==> src/rtl/uart_cmd_pkg.sv <==
// Shared constants and types for the UART host-command framer.
// Host frame layout: HDR0 HDR1 <opcode> TRL.
package uart_cmd_pkg;

  localparam logic [7:0] HDR0    = 8'h00;
  localparam logic [7:0] HDR1    = 8'h01;
  localparam logic [7:0] TRL     = 8'h00;
  localparam logic [7:0] OP_INIT = 8'h02;
  localparam logic [7:0] OP_READ = 8'h03;

  // Parser states; S_HOLD means a command is waiting for the SD controller.
  typedef enum logic [2:0] {
    S_HDR0,
    S_HDR1,
    S_OP,
    S_TRL,
    S_HOLD
  } state_t;

  // Error causes reported alongside the err strobe.
  typedef enum logic [1:0] {
    ERR_OVERRUN = 2'd0,
    ERR_BAD_OP  = 2'd1,
    ERR_BAD_TRL = 2'd2,
    ERR_TIMEOUT = 2'd3
  } err_code_t;

  // True for the opcodes the SD controller understands.
  function automatic logic is_opcode(input logic [7:0] b);
    return (b == OP_INIT) || (b == OP_READ);
  endfunction

endpackage

==> src/rtl/frame_timer.sv <==
// Inter-byte idle timer. Counts while a frame is partially received and
// flags the cycle in which the idle gap reaches TIMEOUT_CYC cycles.
module frame_timer #(
  parameter int TIMEOUT_CYC = 200000,
  parameter int TMR_W       = 18
) (
  input  logic clk,
  input  logic rst_n,
  input  logic clr,
  input  logic en,
  output logic expire
);

  localparam logic [TMR_W-1:0] LAST = TMR_W'(TIMEOUT_CYC - 1);

  logic [TMR_W-1:0] count_reg;

  // Idle counter: zero outside a frame or on any byte, saturates at LAST.
  always_ff @(posedge clk or negedge rst_n) begin
    if (!rst_n) begin
      count_reg <= '0;
    end else if (clr || !en) begin
      count_reg <= '0;
    end else if (count_reg != LAST) begin
      count_reg <= count_reg + TMR_W'(1);
    end
  end

  assign expire = en && (count_reg == LAST);

endmodule

==> src/rtl/uart_cmd_parser.sv <==
// Byte-stream framer: recognises HDR0 HDR1 <op> TRL frames from the UART
// receiver and presents one command per frame to the SD controller over a
// valid/ready handshake. Framing errors, stalls and overruns raise err.
module uart_cmd_parser
  import uart_cmd_pkg::*;
#(
  parameter int TIMEOUT_CYC = 200000,
  parameter int TMR_W       = 18
) (
  input  logic       clk,
  input  logic       rst_n,
  input  logic [7:0] rx_data,
  input  logic       rx_valid,
  output logic       cmd_valid,
  output logic [7:0] cmd_op,
  input  logic       cmd_ready,
  output logic       busy,
  output logic       err,
  output logic [1:0] err_code
);

  state_t     state_reg, state_next, parse_state;
  logic [7:0] cmd_op_reg, cmd_op_next;
  logic       cmd_valid_reg, busy_reg, err_reg, err_next;
  err_code_t  err_code_reg, err_code_next;
  logic       xfer, timer_en, timer_expire;

  // A handshake completes whenever a pending command meets cmd_ready.
  assign xfer     = cmd_valid_reg && cmd_ready;
  assign timer_en = (state_reg == S_HDR1) || (state_reg == S_OP) ||
                    (state_reg == S_TRL);

  frame_timer #(
    .TIMEOUT_CYC (TIMEOUT_CYC),
    .TMR_W       (TMR_W)
  ) u_frame_timer (
    .clk    (clk),
    .rst_n  (rst_n),
    .clr    (rx_valid),
    .en     (timer_en),
    .expire (timer_expire)
  );

  // Next-state logic; a byte in the handshake cycle is parsed as a fresh
  // frame start, since the pending command leaves in that same cycle.
  always_comb begin
    parse_state   = (state_reg == S_HOLD && xfer) ? S_HDR0 : state_reg;
    state_next    = parse_state;
    cmd_op_next   = cmd_op_reg;
    err_next      = 1'b0;
    err_code_next = err_code_reg;
    if (rx_valid) begin
      case (parse_state)
        S_HDR0: begin
          if (rx_data == HDR0) state_next = S_HDR1;
        end
        S_HDR1: begin
          // A repeated 00 is taken as a new header start.
          if (rx_data == HDR1)      state_next = S_OP;
          else if (rx_data != HDR0) state_next = S_HDR0;
        end
        S_OP: begin
          if (is_opcode(rx_data)) begin
            cmd_op_next = rx_data;
            state_next  = S_TRL;
          end else begin
            err_next      = 1'b1;
            err_code_next = ERR_BAD_OP;
            state_next    = S_HDR0;
          end
        end
        S_TRL: begin
          if (rx_data == TRL) begin
            state_next = S_HOLD;
          end else begin
            err_next      = 1'b1;
            err_code_next = ERR_BAD_TRL;
            state_next    = S_HDR0;
          end
        end
        S_HOLD: begin
          // Command still pending: the byte is dropped.
          err_next      = 1'b1;
          err_code_next = ERR_OVERRUN;
        end
        default: state_next = S_HDR0;
      endcase
    end else if (timer_expire) begin
      err_next      = 1'b1;
      err_code_next = ERR_TIMEOUT;
      state_next    = S_HDR0;
    end
  end

  // State and output registers; every output is driven from a flop.
  always_ff @(posedge clk or negedge rst_n) begin
    if (!rst_n) begin
      state_reg     <= S_HDR0;
      cmd_op_reg    <= 8'h00;
      cmd_valid_reg <= 1'b0;
      busy_reg      <= 1'b0;
      err_reg       <= 1'b0;
      err_code_reg  <= ERR_OVERRUN;
    end else begin
      state_reg     <= state_next;
      cmd_op_reg    <= cmd_op_next;
      cmd_valid_reg <= (state_next == S_HOLD);
      busy_reg      <= (state_next != S_HDR0);
      err_reg       <= err_next;
      err_code_reg  <= err_code_next;
    end
  end

  assign cmd_valid = cmd_valid_reg;
  assign cmd_op    = cmd_op_reg;
  assign busy      = busy_reg;
  assign err       = err_reg;
  assign err_code  = err_code_reg;

endmodule

==> config.mk <==
export PLATFORM = sky130hd
export DESIGN_NAME = uart_cmd_parser
export DESIGN_NICKNAME = d
export VERILOG_FILES = /design/src/rtl/uart_cmd_pkg.sv /design/src/rtl/frame_timer.sv /design/src/rtl/uart_cmd_parser.sv
export SDC_FILE = /design/constraint.sdc
export NUM_CORES = 1
export LEC_CHECK = 0
export ABC_AREA = 1
export ABC_CLOCK_PERIOD_IN_PS = 3500
export CAP_MARGIN = 20
export CORE_ASPECT_RATIO = 0.75
export CORE_MARGIN = 2
export CORE_UTILIZATION = 59
export CTS_BUF_LIST = sky130_fd_sc_hd__clkbuf_16
export DETAILED_ROUTE_END_ITERATION = 10
export PLACE_DENSITY = 0.95
export SYNTH_ARGS = -nofsm -noshare
export SYNTH_HDL_FRONTEND = slang
export SYNTH_HIERARCHICAL = 1
export SYNTH_SLANG_ARGS = --single-unit
==> constraint.sdc <==
create_clock -name clk -period 3.5 [get_ports clk]
set_input_delay 1.05 -clock clk [delete_from_list [all_inputs] [get_ports clk]]
set_output_delay 1.05 -clock clk [all_outputs]
set_load 0.01 [all_outputs]
## After elaboration in Yosys (flattened, before gate mapping)

Index checks and enable logic that the tools add are counted.

- Flip-flop bits (word level): 34
- Input bits: 12
- Output and inout port bits: 13
- Logic and storage cells: 62

- $add $sub $neg: 1
- Equality and inequality tests: 17
- Muxes and demuxes: 21
- Reduce and logical (&&, ||, !) cells: 16

Operators by type and width:

| operator | count |
|---|---|
| 18-bit two-way mux | 2 |
| 3-bit two-way mux | 7 |
| 18-bit by 1-bit adder with 18-bit output, second input constant | 1 |
| 18-bit == test, second input constant | 1 |
| 18-bit inequality test, second input constant | 1 |
| 8-bit by 2-bit == test with 1-bit output, second input constant | 2 |
| 3-bit one-hot mux with 5 select lines | 1 |
| 3-bit by 2-bit == test with 1-bit output, second input constant | 4 |
| 2-bit two-way mux | 5 |
| 3-bit == test, second input constant | 3 |
| 8-bit by 1-bit == test with 1-bit output, second input constant | 1 |
| 8-bit logical NOT | 1 |
| 8-bit nonzero test | 1 |
| 3-bit by 1-bit == test with 1-bit output, second input constant | 2 |
| 3-bit inequality test, second input constant | 2 |
| 2-bit one-hot mux with 3 select lines | 1 |
| 1-bit logical OR | 4 |
| 1-bit two-way mux | 4 |
| 4-bit by 1-bit inequality test with 1-bit output, second input constant | 1 |
| 4-bit AND reduction | 1 |
| 2-bit nonzero test | 2 |
| 1-bit logical AND | 3 |
| 3-bit logical NOT | 1 |
| 1-bit one-hot mux with 3 select lines | 1 |
| other kinds (3) | 3 |

## Longest topological paths before layout

- Word-level depth: 8
- Depth in mapped cells: 12

## Hierarchy

The synthesis kept the hierarchy.

By module, submodules not included:

| module | times used | cells each | area each (um2) | seq. area each (um2) |
|---|---|---|---|---|
| frame_timer | 1 | 162 | 1127.3 | 450.4 |
| uart_cmd_parser | 1 | 107 | 804.5 | 400.4 |

## Worst setup path before layout

No wires, ideal clock.

- Path type: input to register
- Start: input rx_data[5]
- End: register cmd_op_reg[0], in the netlist cmd_op[0]
- Library setup time: 0.124 ns
- Arrival time: 1.706 ns
- Data required time: 3.376 ns
- Setup slack: 1.670 ns
- Cell stages on the path: 6
- Buffers on the path: 0
- Cells stage by stage: nor2_1 > nand3_1 > nor3_1 > nand3_2 > nor2_1 > a21oi_1

- Longest elaborated chain between the ends: 3
- Elaborated cells between the ends (all ways): 4
- Classes of those cells: eq/ne (2); reduce/logical (2)

RTL lines:

| what | RTL line | RTL |
|---|---|---|
| from (decl) | uart_cmd_parser.sv:12 | `input logic [7:0] rx_data,` |
| 8-bit by 2-bit == test with 1-bit output | uart_cmd_pkg.sv:30 | `return (b == OP_INIT) \|\| (b == OP_READ);` |
| 1-bit logical OR * | uart_cmd_pkg.sv:30 |  |
| 3-bit AND reduction (no line) * | - |  |
| to (signal assigned) | uart_cmd_parser.sv:106 | `cmd_op_reg <= cmd_op_next;` |
| to (decl) | uart_cmd_parser.sv:23 | `logic [7:0] cmd_op_reg, cmd_op_next;` |

Every way passes the cells marked *; elsewhere a longest branch is shown, timed or not.
A chain may end at the register's enable or synchronous reset.

## Final worst setup path

- Start: input rx_valid
- End: register u_frame_timer.count_reg[7]

- Longest elaborated chain between the ends: 2
- Elaborated cells between the ends (all ways): 3
- Classes of those cells: mux (1); reduce/logical (2)

RTL lines:

| what | RTL line | RTL |
|---|---|---|
| from (decl) | uart_cmd_parser.sv:13 | `input logic rx_valid,` |
| 1-bit logical OR * | frame_timer.sv:22 | `end else if (clr \|\| !en) begin` |
| 18-bit two-way mux or 2-bit nonzero test (tied branches) | - |  |
| to (signal assigned) | frame_timer.sv:25 | `count_reg <= count_reg + TMR_W'(1);` |
| to (decl) | frame_timer.sv:16 | `logic [TMR_W-1:0] count_reg;` |

Marks and branches as above.

==> results.md <==
* Run status: complete, no violations
* Number of synthesized register bits at 34
* Die ar. at between 3000 and 4000 µm²
* Combinational fraction of design power at 5.3%
* Startpoint types: input port
* Post-synthesis async set-or-reset flop share at 100%
* Final Hold Slack at between 0.4 and 0.5 ns
* Largest net degree at the start of global routing at 35
* Reg2Reg Depth at 11
* CTS Buf Count at 5
* Setup TNS at 0 ns
* Switching Fraction at a little over a fifth
* Worst vdd ir at 0.362 mV
* Number of global-route vias before repair at ~1700
* Layout cell share with drive strength beyond 1 at 12.0%
* Worst Tran Pin Value at 0.796 ns
* Crit path required time at approximately 3.7 ns
* Clock Pin Slew Worst Setup and Hold Paths at roughly 0.060 ns
* Part of the power in registers at around 46%
* Synth Warn # at 6
* Critical Path Sink Type: register
* Initial antenna violation count at 0
* Synthesized instance count at between 200 and 300
* Layout overhead on the synthesized area at 22.3%
* Via density at 5.32
* Post-cts repair resize count at 0
* Cell taking the most area after synthesis: dfrtp_1
* Diode count at 0
* Row cnt at 17
* Post-synth top area share at about 44%
* Core Region at between 3000 and 4000 µm²
* I/O Buffers at 24
* DR iter-0 viols at 174
* Final Setup Violations at 0
* Clk_lat worst skew at between 0.2 and 0.3 ns
* Depth of the CTS H-tree at 2
* Pwr dens at 364 nW/µm²
* Io pins at 25
* TritonRoute pass-1 iters at 4
* Setup Skew at around 0.0058 ns
* Die Height at approximately 54 µm
* Hpwl dp at between 3000 and 4000 µm
* Net Count, Synth at around 280
* Largest register FFs at 18
* CTS root buffer: clkbuf_16
* Routed wire per std cell at 13.2 µm
* Clock Power Share at just under 50%
* Synth unique cells at 25
* Worst EP arrival at between 2 and 3 ns
* Final hold violation count at 0
* Setup Fix Bufs, Post-CTS at 0
* Post-Syn Area per Cell at between 7 and 8 µm²
* Die W at 70.1 µm
* Worst r2r src: u_frame_timer/count_reg[16]
* R2r endpoint: busy
* Hold-fix buffers, CTS at 0
* Relative slew slack at between 40% and 50%
* Vias at roughly 1800
* Leakage power at between 1 and 1.5 nW
* Switching power at between 0.15 and 0.2 mW
* Total Power at about 0.86 mW
* Initial Util at about 64%
* Layout Nets at between 300 and 400
* Pins over their slew limit at 0
* Highest clock rate at between 300 and 400 MHz
* Hold path depth at 2
* Maximum clock insertion buffer count at 2
* Worst Hold Path EP: cmd_op[7]
* Fillers at 200
* Sequential area share after synthesis at roughly 44%
* # DRC at 0
* First-pass GRT wire length at approximately 7800 µm
* Internal power at 0.678 mW
* Top_reg_cell synth: dfrtp_1
* Synth top area cells: dfrtp_1, nand2_1, inv_1
* Mapped Area at roughly 1900 µm²
* Fin crit share at ~72%
* R2R setup slack at approximately 1.6 ns
* Global placement routability congestion at 0.891
* Total track usage at between 20% and 30%
* Worst min path class: reg2reg
* CTS Sinks at 34
* Min-delay src: cmd_op[7]
* Most frequent cell after synthesis: nand2_1
* Antenna-violating nets left at 0
* Post-synth top cells: nand2_1, inv_1, nor2_1, dfrtp_1, nand3_1
* Critical path type: in2reg
* RSZ-0062 raised after global routing: no
* DRT Wirelength at about 4500 µm
* Total gr overflow at 0
* Fin crit period at 2.51 ns
* Crit path max fanout at 19
* Max-cap violation count at 0
* CTS tree: done
* EDFF count, synth at 0
-- cells by family after synthesis --
kind of cell | synth area share (%)
adders and majority gates | 0.648
and+or+nand+nor | 39.2
AOI/OAI and AO/OA | 5.96
DFF | 44.0
buffers and inverters | 9.26
xor gates and xnor gates | 0.907
-- how the worst max path moves through the flow --
stage / start / cells past startpoint / slack (ns) / to
after floorplan: rx_data[5] / 6 / 1.67 / cmd_op[0]
after CTS: rx_valid / 4 / 1.08 / u_frame_timer/count_reg[7]
after global placement: rx_valid / 4 / 0.89 / u_frame_timer/count_reg[10]
final: rx_valid / 4 / 0.99 / u_frame_timer/count_reg[7]
after global routing: rx_valid / 4 / 0.88 / u_frame_timer/count_reg[12]
after detailed placement: rx_valid / 4 / 0.81 / u_frame_timer/count_reg[12]
-- cell type report --
cell class | count | area, µm² | area share [%]
Clock buffer | 5 | 125 | 5.29
Clock inverter | 3 | 16.3 | 0.688
Inverter | 46 | 174 | 7.36
Multi-Input combinational cell | 188 | 902 | 38.2
Sequential cell | 34 | 851 | 36.0
Tap cell | 38 | 47.5 | 2.01
Timing Repair Buffer | 25 | 248 | 10.5
-- per-stage QoR --
stage / worst slack [ns] / instances / instance area (µm²) / utilization (%)
after global routing: 0.883 / 339 / 2360 / 78.3
final: 0.985 / 339 / 2360 / 78.3
after CTS: 1.08 / 339 / 2360 / 78.3
after floorplan: 1.67 / 269 / 1930 / -
after global placement: 0.893 / 331 / 2220 / 73.6
after detailed placement: 0.812 / 331 / 2220 / 73.6
-- power by group through the flow --
stage,logic (mW),registers (mW),clock network (mW)
2_1_floorplan,0.0120,0.407,0
5_1_grt,0.0507,0.399,0.440
4_1_cts,0.0460,0.399,0.424
3_5_place_dp,0.0454,0.406,0
6_report,0.0454,0.399,0.416
3_3_place_gp,0.0445,0.405,0
-- cells in the final DEF, fill, tap and decap left out, drive strengths merged --
cell and instances:
a21oi 11, buf 1, clkbuf 5, clkdlybuf4s50 24, clkinv 4, clkinvlp 1, dfrtp 34, ha 1
inv 44, nand2 83, nand3 21, nand4 8, nor2 44, nor3 4, o21ai 9, o21bai 1
or2 4, xnor2 1, xor2 1
-- per-layer routing --
metal  up-vias  global-route usage, %  part of all wire, %
li1        900                      -                    -
met1       837                   34.2                   45
met2        54                   48.3                   48
met3        13                   5.24                  5.0
met4         0                   12.8                  2.3
met5         -                      0                    0
-- critical path, cell delays in order --
cell             delay (ns)
clkdlybuf4s50_1        0.54
nor2_2                 0.69
o21ai_0                0.25
a21oi_1                0.17
No activity file was read; power rests on OpenSTA's default activity.
